===== src/rtl/freq_detect_pkg.sv =====
// Shared types and widths for the channel-1 peak-bin detector and its helpers.
package freq_detect_pkg;

    localparam int ADDR_W = 10;
    localparam int DATA_W = 28;
    localparam int HALF_W = 14;
    localparam int PWR_W  = 29;

    typedef enum logic [1:0] {IDLE, SCAN, DRAIN, DONE} state_e;

endpackage


===== src/rtl/fd_magsq.sv =====
// Squared magnitude of a packed complex word {re[13:0], im[13:0]}, both signed.
module fd_magsq
    import freq_detect_pkg::*;
(
    input  logic [DATA_W-1:0] word_i,
    output logic [PWR_W-1:0]  magsq_o
);

    logic signed [2*HALF_W-1:0] re_x, im_x, re_sq, im_sq;

    // Sign-extend before multiplying; each square is at most 2^26, so the sum fits in 29 bits.
    assign re_x  = {{HALF_W{word_i[DATA_W-1]}}, word_i[DATA_W-1:HALF_W]};
    assign im_x  = {{HALF_W{word_i[HALF_W-1]}}, word_i[HALF_W-1:0]};
    assign re_sq = re_x * re_x;
    assign im_sq = im_x * im_x;

    assign magsq_o = {1'b0, re_sq} + {1'b0, im_sq};

endmodule


===== src/rtl/freq_detect.sv =====
// Scans channel-1 FFT RAM for the bin of maximum power, then parks rdaddr1 on it.
// Optional FREQ_DETECT_THRESH_EN adds a power threshold (thresh) and a nodetect pulse.
module freq_detect
    import freq_detect_pkg::*;
#(
    parameter int unsigned BIN_LO = 1,
    parameter int unsigned BIN_HI = 511,
    parameter int unsigned RD_LAT = 1
) (
    input  logic              clk,
    input  logic              reset,
    input  logic              fftdone,
    input  logic [DATA_W-1:0] ramq1,
`ifdef FREQ_DETECT_THRESH_EN
    input  logic [PWR_W-1:0]  thresh,
    output logic              nodetect,
`endif
    output logic [ADDR_W-1:0] rdaddr1,
    output logic [ADDR_W-1:0] maxbin,
    output logic [PWR_W-1:0]  maxpwr,
    output logic              detectdone,
    output logic              busy
);

    localparam logic [ADDR_W-1:0] LO = ADDR_W'(BIN_LO);
    localparam logic [ADDR_W-1:0] HI = ADDR_W'(BIN_HI);

    state_e            state_q;
    logic [ADDR_W-1:0] addr_q;
    logic [RD_LAT-1:0] vld_q, vld_d;
    logic [ADDR_W-1:0] bin_q [RD_LAT];
    logic [ADDR_W-1:0] bin_d [RD_LAT];
    logic [PWR_W-1:0]  run_pwr_q, run_pwr_d, maxpwr_q, magsq;
    logic [ADDR_W-1:0] run_bin_q, run_bin_d, maxbin_q;
    logic              detect_q, nodet_q, busy_q, accept;

    fd_magsq u_magsq (.word_i(ramq1), .magsq_o(magsq));

    // NOTE: every always_comb output gets a default first so no path can infer a latch.
    always_comb begin
        vld_d    = '0;
        vld_d[0] = (state_q == SCAN);
        bin_d[0] = addr_q;
        for (int i = 1; i < RD_LAT; i++) begin
            vld_d[i] = vld_q[i-1];
            bin_d[i] = bin_q[i-1];
        end
    end

    // Strict compare keeps the lowest bin on ties.
    always_comb begin
        run_pwr_d = run_pwr_q;
        run_bin_d = run_bin_q;
        if (vld_q[RD_LAT-1] && (magsq > run_pwr_q)) begin
            run_pwr_d = magsq;
            run_bin_d = bin_q[RD_LAT-1];
        end
    end

`ifdef FREQ_DETECT_THRESH_EN
    assign accept   = (run_pwr_d >= thresh);
    assign nodetect = nodet_q;
`else
    assign accept   = 1'b1;
`endif

    // NOTE: sequential state uses non-blocking assignments so every register samples pre-edge values.
    always_ff @(posedge clk) begin
        if (reset) begin
            state_q   <= IDLE;
            addr_q    <= '0;
            vld_q     <= '0;
            run_pwr_q <= '0;
            run_bin_q <= '0;
            maxbin_q  <= '0;
            maxpwr_q  <= '0;
            detect_q  <= 1'b0;
            nodet_q   <= 1'b0;
            busy_q    <= 1'b0;
        end else begin
            vld_q     <= vld_d;
            run_pwr_q <= run_pwr_d;
            run_bin_q <= run_bin_d;
            detect_q  <= 1'b0;
            nodet_q   <= 1'b0;
            case (state_q)
                IDLE: if (fftdone) begin
                    state_q   <= SCAN;
                    addr_q    <= LO;
                    run_pwr_q <= '0;
                    run_bin_q <= LO;
                    busy_q    <= 1'b1;
                end
                SCAN: begin
                    if (addr_q == HI) state_q <= DRAIN;
                    else              addr_q  <= addr_q + 1'b1;
                end
                DRAIN: if (vld_d == '0) begin
                    // The last returned word is folded in via run_*_d on this same edge.
                    state_q <= DONE;
                    if (accept) begin
                        maxbin_q <= run_bin_d;
                        maxpwr_q <= run_pwr_d;
                        addr_q   <= run_bin_d;
                        detect_q <= 1'b1;
                    end else begin
                        addr_q  <= maxbin_q;
                        nodet_q <= 1'b1;
                    end
                end
                DONE: begin
                    state_q <= IDLE;
                    busy_q  <= 1'b0;
                end
                default: state_q <= IDLE;
            endcase
        end
    end

    // NOTE: the bin pipe is not reset; its contents are only consumed when the matching valid bit is set.
    always_ff @(posedge clk) begin
        bin_q <= bin_d;
    end

    assign rdaddr1    = addr_q;
    assign maxbin     = maxbin_q;
    assign maxpwr     = maxpwr_q;
    assign detectdone = detect_q;
    assign busy       = busy_q;

endmodule


===== config.mk =====
export PLATFORM = sky130hd
export DESIGN_NAME = freq_detect
export DESIGN_NICKNAME = d
export VERILOG_FILES = /design/src/rtl/freq_detect_pkg.sv /design/src/rtl/fd_magsq.sv /design/src/rtl/freq_detect.sv
export SDC_FILE = /design/constraint.sdc
export NUM_CORES = 1
export LEC_CHECK = 0
export ABC_AREA = 0
export CAP_MARGIN = 10
export CELL_PAD_IN_SITES_DETAIL_PLACEMENT = 1
export CELL_PAD_IN_SITES_GLOBAL_PLACEMENT = 2
export CORE_MARGIN = 10
export CORE_UTILIZATION = 40
export DETAILED_ROUTE_END_ITERATION = 10
export DONT_BUFFER_PORTS = 1
export HOLD_SLACK_MARGIN = 0.1
export PLACE_DENSITY = 0.79
export SLEW_MARGIN = 20
export SYNTH_ARGS = -nofsm -noshare
export SYNTH_HDL_FRONTEND = slang
export SYNTH_SLANG_ARGS = --single-unit

===== constraint.sdc =====
create_clock -name clk -period 24.6 [get_ports clk]
set_clock_uncertainty 0.2 [all_clocks]
set_input_delay 4.92 -clock clk [delete_from_list [all_inputs] [get_ports clk]]
set_output_delay 4.92 -clock clk [all_outputs]
set_load 0.01 [all_outputs]

==> summary.md, run 1 <==
| Metric | Value |
|---|---|
| Top post-synthesis cells by area | fa_1, ha_1, dfxtp_1 |
| Worst setup path startpoint | ramq1[2] |
| Critical path data arrival time | 14.68 ns |
| Layout fillers | 5568 |
| Routed vias/inst | 5.15 |
| Storage element area | slightly above 2000 sq um |
| Post-synthesis mux area share | 2.06% |
| Die ar. | 57200 sq um |
| Xor and xnor area share after synthesis | around 4.5% |
| Hold Crit Class | flip-flop to flip-flop |
| Largest net degree at the start of global routing | 85 |
| CP max FO | 38 |
| CTS Hold Bufs | 0 |
| Die height | 239 um |
| Area leader, netlist | fa_1 |
| Most Frequent Cell on Critical Path | fa_1 |
| All-Layer GR Usage | 17.5% |
| Area of the multi-input gates | about 15000 sq um |
| CTS sink cnt | 103 |
| WL/cell | 18.0 um |
| Die X | 239 um |
| Post-Route Setup TNS | 0 ns |
| Antenna violations before repair | 0 |
| CP endpoint kind | flip-flop |
| Final Wtd Congestion | 0.851 |
| RR Startpoint | run_pwr_q[14]$_SDFF_PP0_ |
| Initial DRT Pass Iterations | 5 |
| Clock transition at path regs | 0.08 ns |
| Synth Instances | 2118 |
| Vias in the first global route | 15800 |
| Final Cycle Share | 59.5% |
| CTS tree | yes |
| Seq/Total Area, Yosys | 10.7% |
| Setup violators final | 0 |
| Syn avg cell area | roughly 9.1 sq um |
| Synthesis Warnings | 0 |
| Syn Std Cell Area | 19200 sq um |
| Largest family of logic cells by synthesized area | adder cells |
| Final Hold Vio Count | 0 |
| Vias | around 14000 |
| Worst-Skew Late Latency | 0.35 ns |
| Post-synth EDFFs | 0 |
| Diodes inserted | 0 |
| Hpwl dp | 41800 um |
| Initial core utilization | 40.3% |
| Share of cells above drive strength 1 | 2.40% |
| Critical path type | primary input to flip-flop |
| DRC violations left | 0 |
| Layout Nets | ~2600 |
| Count of different cell masters after synthesis | 69 |
| Postcts setup bufs | 0 |
| RSZ-0062 raised after global routing | no |
| Post-CTS Resized | 0 |
| WL final | a little under 50000 um |
| Highest Clock Rate | 68.3 MHz |
| Crit path time final | 14.63 ns |
| Synth-to-Final Area Change | 4.49% |
| Start point of the worst hold path | rdaddr1[9]$_SDFFE_PP0P_ |
| Clock buffer depth | 2 |
| Slew Limit Fails | 0 |
| Core Box Area | 47600 sq um |
| Synthesized-area fraction occupied by adder cells | 48.9% |
| CTS buffer count | 9 |
| CTS H-Tree Depth | 3 |
| Startpoint types | primary input |
| Seq cells post-synth | 103 |
| Worst R2R Setup Slack | roughly 21 ns |
| Compound-Gate Fraction of Synth Area | 10.9% |
| Asr flop ratio synth | 0% |
| Simple-gate share of the synthesized area | 12.1% |
| First-pass GRT wire length | 81200 um |
| Buffers on Ports | 0 |
| Slowest-stage cell, CP | buf_4 |
| Max-cap violation count | 0 |
| Rel. slew slack | between 40 and 50% |
| IO Pins | 82 |
| Slew @ Worst Pin | roughly 0.84 ns |
| WP data required | between 20 and 25 ns |
| Synth Flop Type | dfxtp_1 |
| Critical Path Max Stage Delay | between 0.5 and 0.6 ns |
| First DRT Iteration DRCs | 621 |
| Share of the synthesized area in the top cell type | 36.5% |
| Global route overflow | 0 |
| CTS root buffer | clkbuf_16 |
| Num rows | 80 |
| Routed Antenna Nets | 0 |
| Outcome | finished clean |
## routing by layer
layer	part of all wire (%)	track usage (%)	up-vias
met5	0	0	-
met4	1.0	2.59	0
met3	2.6	1.51	32
met2	54	32.9	137
met1	43	21.7	7197
li1	-	-	6526
## Yosys cell counts (22+ instances only)
cell / n
nor2b_1: 24
inv_1: 484
nor2_1: 147
xor2_1: 23
a211oi_1: 41
dfxtp_1: 103
ha_1: 191
mux2i_1: 35
nand2_1: 141
and2_1: 80
a21o_1: 46
o21ai_0: 26
nand2b_1: 22
fa_1: 350
a21oi_1: 73
xnor2_1: 76
clkbuf_1: 51
## final timing paths
check             cells past startpoint                       to
setup reg to reg                     12  rdaddr1[4]$_SDFFE_PP0P_
setup / recovery                     41  rdaddr1[4]$_SDFFE_PP0P_
hold reg to reg                       0         bin_q[9]$_DFF_P_
hold / removal                        0         bin_q[9]$_DFF_P_
## state kept, by name, summed over array words and instances, names as in the netlist
| name | count |
|---|---|
| run_bin_q | 10 |
| bin_q | 10 |
| busy | 1 |
| vld_q | 1 |
| maxbin | 10 |
| detectdone | 1 |
| rdaddr1 | 10 |
| maxpwr | 29 |
| run_pwr_q | 29 |
| state_q | 2 |
## layout by cell type (no fill, tap or decap), drive strengths merged, types with 5 or more instances in the layout
cell type / Yosys / routed
xor2: 23 / 23
fa: 350 / 350
o22ai: 6 / 6
o31a: 7 / 7
mux2i: 35 / 35
a31oi: 10 / 10
and2: 80 / 80
dfxtp: 103 / 103
a21oi: 76 / 76
nor3: 16 / 16
o21a: 16 / 16
a21boi: 5 / 5
nand3: 15 / 15
nor2: 147 / 147
nor2b: 24 / 24
clkbuf: 51 / 10
nand4: 16 / 16
inv: 484 / 487
nand2: 142 / 142
a211oi: 42 / 42
o21ai: 39 / 39
nand2b: 22 / 22
a221oi: 7 / 7
a21o: 46 / 46
o21bai: 14 / 14
xnor2: 76 / 76
or2: 6 / 6
ha: 191 / 191
a31o: 5 / 5
## stage by stage
step,worst slack [ns],instance area [sq um],utilization (%),hold slack (ns),cells
after global routing,9.20,20100,42.2,0.311,2695
after detailed placement,9.64,19800,41.5,0.278,2679
after global placement,9.91,19800,41.5,0.277,2679
after floorplan,10.92,19200,-,0.220,2120
final,9.97,20100,42.2,0.292,2695
after CTS,9.98,20100,42.2,0.297,2695
## area by class of cell
class                      count  area share [%]
inverter                     484            9.05
multi-input combinational   1474            75.2
clock buffer                  10            1.14
timing repair buffer           3           0.112
sequential                   103            10.3
tap                          615            3.83
clock inverter                 6           0.368
## critical path: cells and delay by family
family / cells / cell delay (ns)
AND/OR/NAND/NOR: 3 / 0.56
AO/OA/AOI/OAI: 20 / 3.76
adder cells (fa/ha/maj): 9 / 3.90
multiplexers: 1 / 0.23
XOR/XNOR: 2 / 0.38
buffers and inverters: 6 / 0.89
## cell families after synthesis
logic type | after synthesis
buffers and inverters | 543
adders and majority gates | 541
and+or+nand+nor | 488
AOI/OAI and AO/OA | 303
DFF | 103
xor gates and xnor gates | 99
muxes | 39
other | 2
Power of run 1 is not shown: default switching activity piles up to over one toggle a cycle in this logic, so the estimate is an artifact.
==> run 2: changes to the inputs <==
Settings changed: CORE_UTILIZATION 40 to 39, PLACE_DENSITY 0.79 to 0.8.
Clock period 24.6 ns to 13.2 ns, I/O delays scaled along.
==> summary.md, run 2 (synthesis gave the netlist of run 1 again) <==
| Metric | Value |
|---|---|
| WL final | 48200 um (-0.99%) |
| Storage element area | 2060 sq um (unchanged) |
| Rel. slew slack | 39.3% (-4.9 points) |
| Core Box Area | 48800 sq um (+2.5%) |
| CP endpoint kind | flip-flop |
| Layout fillers | 5672 (+1.9%) |
| Final Hold Vio Count | 0 (unchanged) |
| Slew @ Worst Pin | 0.911 ns (+0.0742 ns) |
| CTS sink cnt | 103 (unchanged) |
| Startpoint types | primary input |
| Max-cap violation count | 0 (unchanged) |
| First-pass GRT wire length | 81100 um (-0.19%) |
| Outcome | finished clean |
| Vias | 13800 (-0.66%) |
| Routed Antenna Nets | 0 (unchanged) |
| Synth-to-Final Area Change | 4.69% |
| Critical path data arrival time | 12.20 ns (-2.48 ns) |
| CTS H-Tree Depth | 3 (unchanged) |
| Most Frequent Cell on Critical Path | fa_1 |
| Post-Route Setup TNS | 0 ns (unchanged) |
| CTS buffer count | 9 (unchanged) |
| Post-CTS Resized | 0 (unchanged) |
| Routed vias/inst | 5.03 (-2.4%) |
| Setup violators final | 0 (unchanged) |
| Die X | 242 um (+1.2%) |
| Postcts setup bufs | 0 (unchanged) |
| RSZ-0062 raised after global routing | no |
| Layout Nets | 2647 (unchanged) |
| Vias in the first global route | 15400 (-2.0%) |
| Diodes inserted | 0 (unchanged) |
| Worst R2R Setup Slack | 9.87 ns (-11.21 ns) |
| Most common cell after layout, fill and taps aside | inv_1 |
| DRC violations left | 0 (unchanged) |
| Final Wtd Congestion | 0.833 (-2.1%) |
| Critical path type | primary input to flip-flop |
| Slowest-stage cell, CP | fa_1 |
| Most frequent cells in the layout | inv_1, fa_1, ha_1, nor2_1, nand2_1 |
| Met3 usage | 2.19% (+0.69 points) |
| Largest net degree at the start of global routing | 85 (unchanged) |
| Antenna violations before repair | 0 (unchanged) |
| WL/cell | 17.5 um (-2.8%) |
| Area of the multi-input gates | 15100 sq um (unchanged) |
| GR peak layer | met2 |
| Highest Clock Rate | 81.8 MHz |
| Num rows | 81 (+1.3%) |
| Final Cycle Share | 92.6% |
| WP data required | 13.17 ns (-11.47 ns) |
| Setup slack after layout | 0.976 ns (-8.99 ns) |
| Non-Filler Instances | 2744 (+1.8%) |
| Initial DRT Pass Iterations | 5 (unchanged) |
| All-Layer GR Usage | 16.9% (-0.66 points) |
| Slew Limit Fails | 0 (unchanged) |
| Met1 usage | 20.6% (-1.1 points) |
| Worst-Skew Late Latency | 0.35 ns (about the same) |
| Initial core utilization | 39.3% (-0.99 points) |
| Met2 GRT Util | 31.5% (-1.3 points) |
| CTS root buffer | clkbuf_16 |
| CP max FO | 32 (-16%) |
| Worst slack at placement | 0.664 ns (-8.98 ns) |
| Clock buffer depth | 2 (unchanged) |
| Crit path time final | 12.22 ns |
| Share of cells above drive strength 1 | 2.40% (unchanged) |
| Hpwl dp | 41500 um (-0.77%) |
| IO Pins | 82 (unchanged) |
| Placed cell count | 2728 (+1.8%) |
| Global route overflow | 0 (unchanged) |
| Clock transition at path regs | 0.07 ns (about the same) |
| Hold Crit Class | flip-flop to flip-flop |
| First DRT Iteration DRCs | 543 (-13%) |
| CTS tree | yes |
| Die height | 242 um (+1.2%) |
| Die ar. | 58600 sq um (+2.3%) |
| Buffers on Ports | 0 (unchanged) |
| CTS Hold Bufs | 0 (unchanged) |
| Critical Path Max Stage Delay | 0.53 ns (-0.02 ns) |
-- run 2: final timing paths --
path	startpoint	to	cells after the start
setup / recovery	ramq1[2]	maxpwr[21]$_SDFFE_PP0P_	37
hold / removal	rdaddr1[9]$_SDFFE_PP0P_	bin_q[9]$_DFF_P_	0
setup reg to reg	run_pwr_q[14]$_SDFF_PP0_	maxpwr[21]$_SDFFE_PP0P_	11
hold reg to reg	rdaddr1[9]$_SDFFE_PP0P_	bin_q[9]$_DFF_P_	0
-- run 2: area by class of cell --
cell class	instances	share of cell area, %
clock buffers	11	1.21
clock inverters	5	0.193
inverters	484	9.03
multi-input cells	1474	75.1
flip-flops and latches	103	10.2
well taps	664	4.13
repair buffers	3	0.112
-- run 2: worst max-delay path, delay by kind of cell --
family / cells / cell delay (ns)
adders and majority gates: 9 / 4.11
AOI/OAI and AO/OA: 18 / 3.77
buffers and inverters: 6 / 0.87
and+or+nand+nor: 2 / 0.35
muxes: 1 / 0.31
xor gates and xnor gates: 1 / 0.09
-- run 2: metrics by stage --
stage,hold WS (ns),instance area (sq um),utilization [%]
final,0.296,20100,41.2
after global routing,0.304,20100,41.2
after CTS,0.293,20100,41.2
after detailed placement,0.293,19800,40.6
after global placement,0.285,19800,40.6
after floorplan,0.220,19200,-
-- run 2: routing by layer --
layer  wire [um]  part of all wire [%]
met4         435                  0.90
met5           0                     0
met3        1630                   3.4
met1       20400                    42
met2       25600                    53
Power of run 2 is left out for the same reason.
==> run 3: changes to the inputs <==
Settings changed: GPL_ROUTABILITY_DRIVEN from default to 1, PLACE_DENSITY 0.8 to default, PLACE_DENSITY_LB_ADDON from default to 0.12.
==> summary.md, run 3 (synthesis gave the netlist of run 1 again) <==
| Metric | Value |
|---|---|
| Outcome | finished clean |
| Clock buffer depth | 2 (unchanged) |
| All-Layer GR Usage | 16.9% (about the same) |
| Routed Antenna Nets | 0 (unchanged) |
| Final Hold Vio Count | 0 (unchanged) |
| Initial core utilization | 39.3% (unchanged) |
| Postcts setup bufs | 0 (unchanged) |
| Setup slack after layout | 0.925 ns (-0.0511 ns) |
| Clock transition at path regs | 0.07 ns (about the same) |
| WP data required | 13.26 ns (+0.09 ns) |
| First DRT Iteration DRCs | 458 (-16%) |
| First-pass GRT wire length | 81200 um (+0.19%) |
| WL final | 48100 um (-0.15%) |
| Die ar. | 58600 sq um (unchanged) |
| Slowest-stage cell, CP | fa_1 |
| Routed vias/inst | 4.99 (-0.79%) |
| IO Pins | 82 (unchanged) |
| Die X | 242 um (unchanged) |
| Final Wtd Congestion | 0.827 (-0.67%) |
| CTS buffer count | 9 (unchanged) |
| Antenna violations before repair | 0 (unchanged) |
| Vias | 13700 (-0.75%) |
| Layout Nets | 2648 (+0.038%) |
| Vias in the first global route | 15400 (-0.12%) |
| Rel. slew slack | 41.8% (+2.5 points) |
| Critical path data arrival time | 12.33 ns (+0.13 ns) |
| Synth-to-Final Area Change | 5.01% |
| CP max FO | 18 (-44%) |
| DRC violations left | 0 (unchanged) |
| Post-Route Setup TNS | 0 ns (unchanged) |
| Slew @ Worst Pin | 0.873 ns (-0.0376 ns) |
| Num rows | 81 (unchanged) |
| Critical Path Max Stage Delay | 0.53 ns (about the same) |
| Post-CTS Resized | 0 (unchanged) |
| CP delay by family, top | compound AO/OA/AOI/OAI gates |
| Core Box Area | 48800 sq um (unchanged) |
| Most Frequent Cell on Critical Path | fa_1 |
| Highest Clock Rate | 81.5 MHz (-0.42%) |
| Startpoint types | primary input |
| Initial DRT Pass Iterations | 5 (unchanged) |
| CTS root buffer | clkbuf_16 |
| CTS sink cnt | 103 (unchanged) |
| CP bufs+invs | 6 (unchanged) |
| Worst-Skew Late Latency | 0.36 ns (about the same) |
| Global route overflow | 0 (unchanged) |
| CTS tree | yes |
| Crit path time final | 12.27 ns (+0.0511 ns) |
| Hold slack | 0.286 ns (-0.0103 ns) |
| CP endpoint kind | flip-flop |
| CTS H-Tree Depth | 3 (unchanged) |
| Max-cap violation count | 0 (unchanged) |
| Share of cells above drive strength 1 | 2.40% (about the same) |
| Diodes inserted | 0 (unchanged) |
| RSZ-0062 raised after global routing | no |
| Final Cycle Share | 93.0% (+0.39 points) |
| Most frequent cells in the layout | inv_1, fa_1, ha_1, nor2_1, nand2_1 |
| CTS Hold Bufs | 0 (unchanged) |
| WL/cell | 17.5 um (-0.19%) |
| Die height | 242 um (unchanged) |
| Worst slack at placement | 0.558 ns (-0.106 ns) |
| Largest net degree at the start of global routing | 85 (unchanged) |
| Slew Limit Fails | 0 (unchanged) |
| Buffers on Ports | 0 (unchanged) |
| Hold Crit Class | flip-flop to flip-flop |
| Hpwl dp | 41500 um (about the same) |
| Critical path type | primary input to flip-flop |
| Setup violators final | 0 (unchanged) |
| Most common cell after layout, fill and taps aside | inv_1 |
==> run 3: cell types whose count changed in the layout (fill, tap and decap cells not counted) <==
cell / delta
bufinv_16: +2
clkbuf_1: +1
clkinv_2: -1
buf_12: +1
inv_6: -2
==> run 3: worst paths after layout <==
check | startpoint | end | slack, ns | cells past startpoint
hold / removal | rdaddr1[5]$_SDFFE_PP0P_ | bin_q[5]$_DFF_P_ | 0.29 | 0
setup / recovery | ramq1[16] | rdaddr1[4]$_SDFFE_PP0P_ | 0.93 | 39
hold reg to reg | rdaddr1[5]$_SDFFE_PP0P_ | bin_q[5]$_DFF_P_ | 0.29 | 0
setup reg to reg | run_pwr_q[14]$_SDFF_PP0_ | rdaddr1[4]$_SDFFE_PP0P_ | 10.00 | 12
==> run 3: area by class of cell <==
| type | instances | area (sq um) |
|---|---|---|
| Clock inverter | 4 | 76.3 |
| Fill cell | 5705 | 28700 |
| Clock buffer | 12 | 246 |
| Sequential cell | 103 | 2060 |
| Tap cell | 664 | 831 |
| Inverter | 484 | 1820 |
| Multi-Input combinational cell | 1474 | 15100 |
| Timing Repair Buffer | 4 | 42.5 |
==> run 3: routing by layer <==
metal,share of wire [%],GRT usage (%)
met4,0.82,2.24
met1,45,21.8
met5,0,0
met2,52,30.6
met3,2.5,1.50
==> run 3: worst register-to-register path, cell delays in order, from the launching register on <==
cell	delay, ns
dfxtp_1	0.33
inv_1	0.05
ha_1	0.32
a21oi_1	0.16
o21ai_1	0.09
a21o_1	0.18
a211o_1	0.28
a21oi_1	0.15
a21o_2	0.48
buf_4	0.29
mux2i_1	0.13
nand2b_1	0.16
a221oi_1	0.29
==> run 3: metrics by stage <==
step,cell area [sq um],std cells,utilization [%]
final,20200,2745,41.3
after global routing,20200,2745,41.3
after CTS,20200,2745,41.3
after detailed placement,19900,2729,40.7
after global placement,19900,2729,40.7
after floorplan,19200,2120,-
Power of run 3 is left out for the same reason.
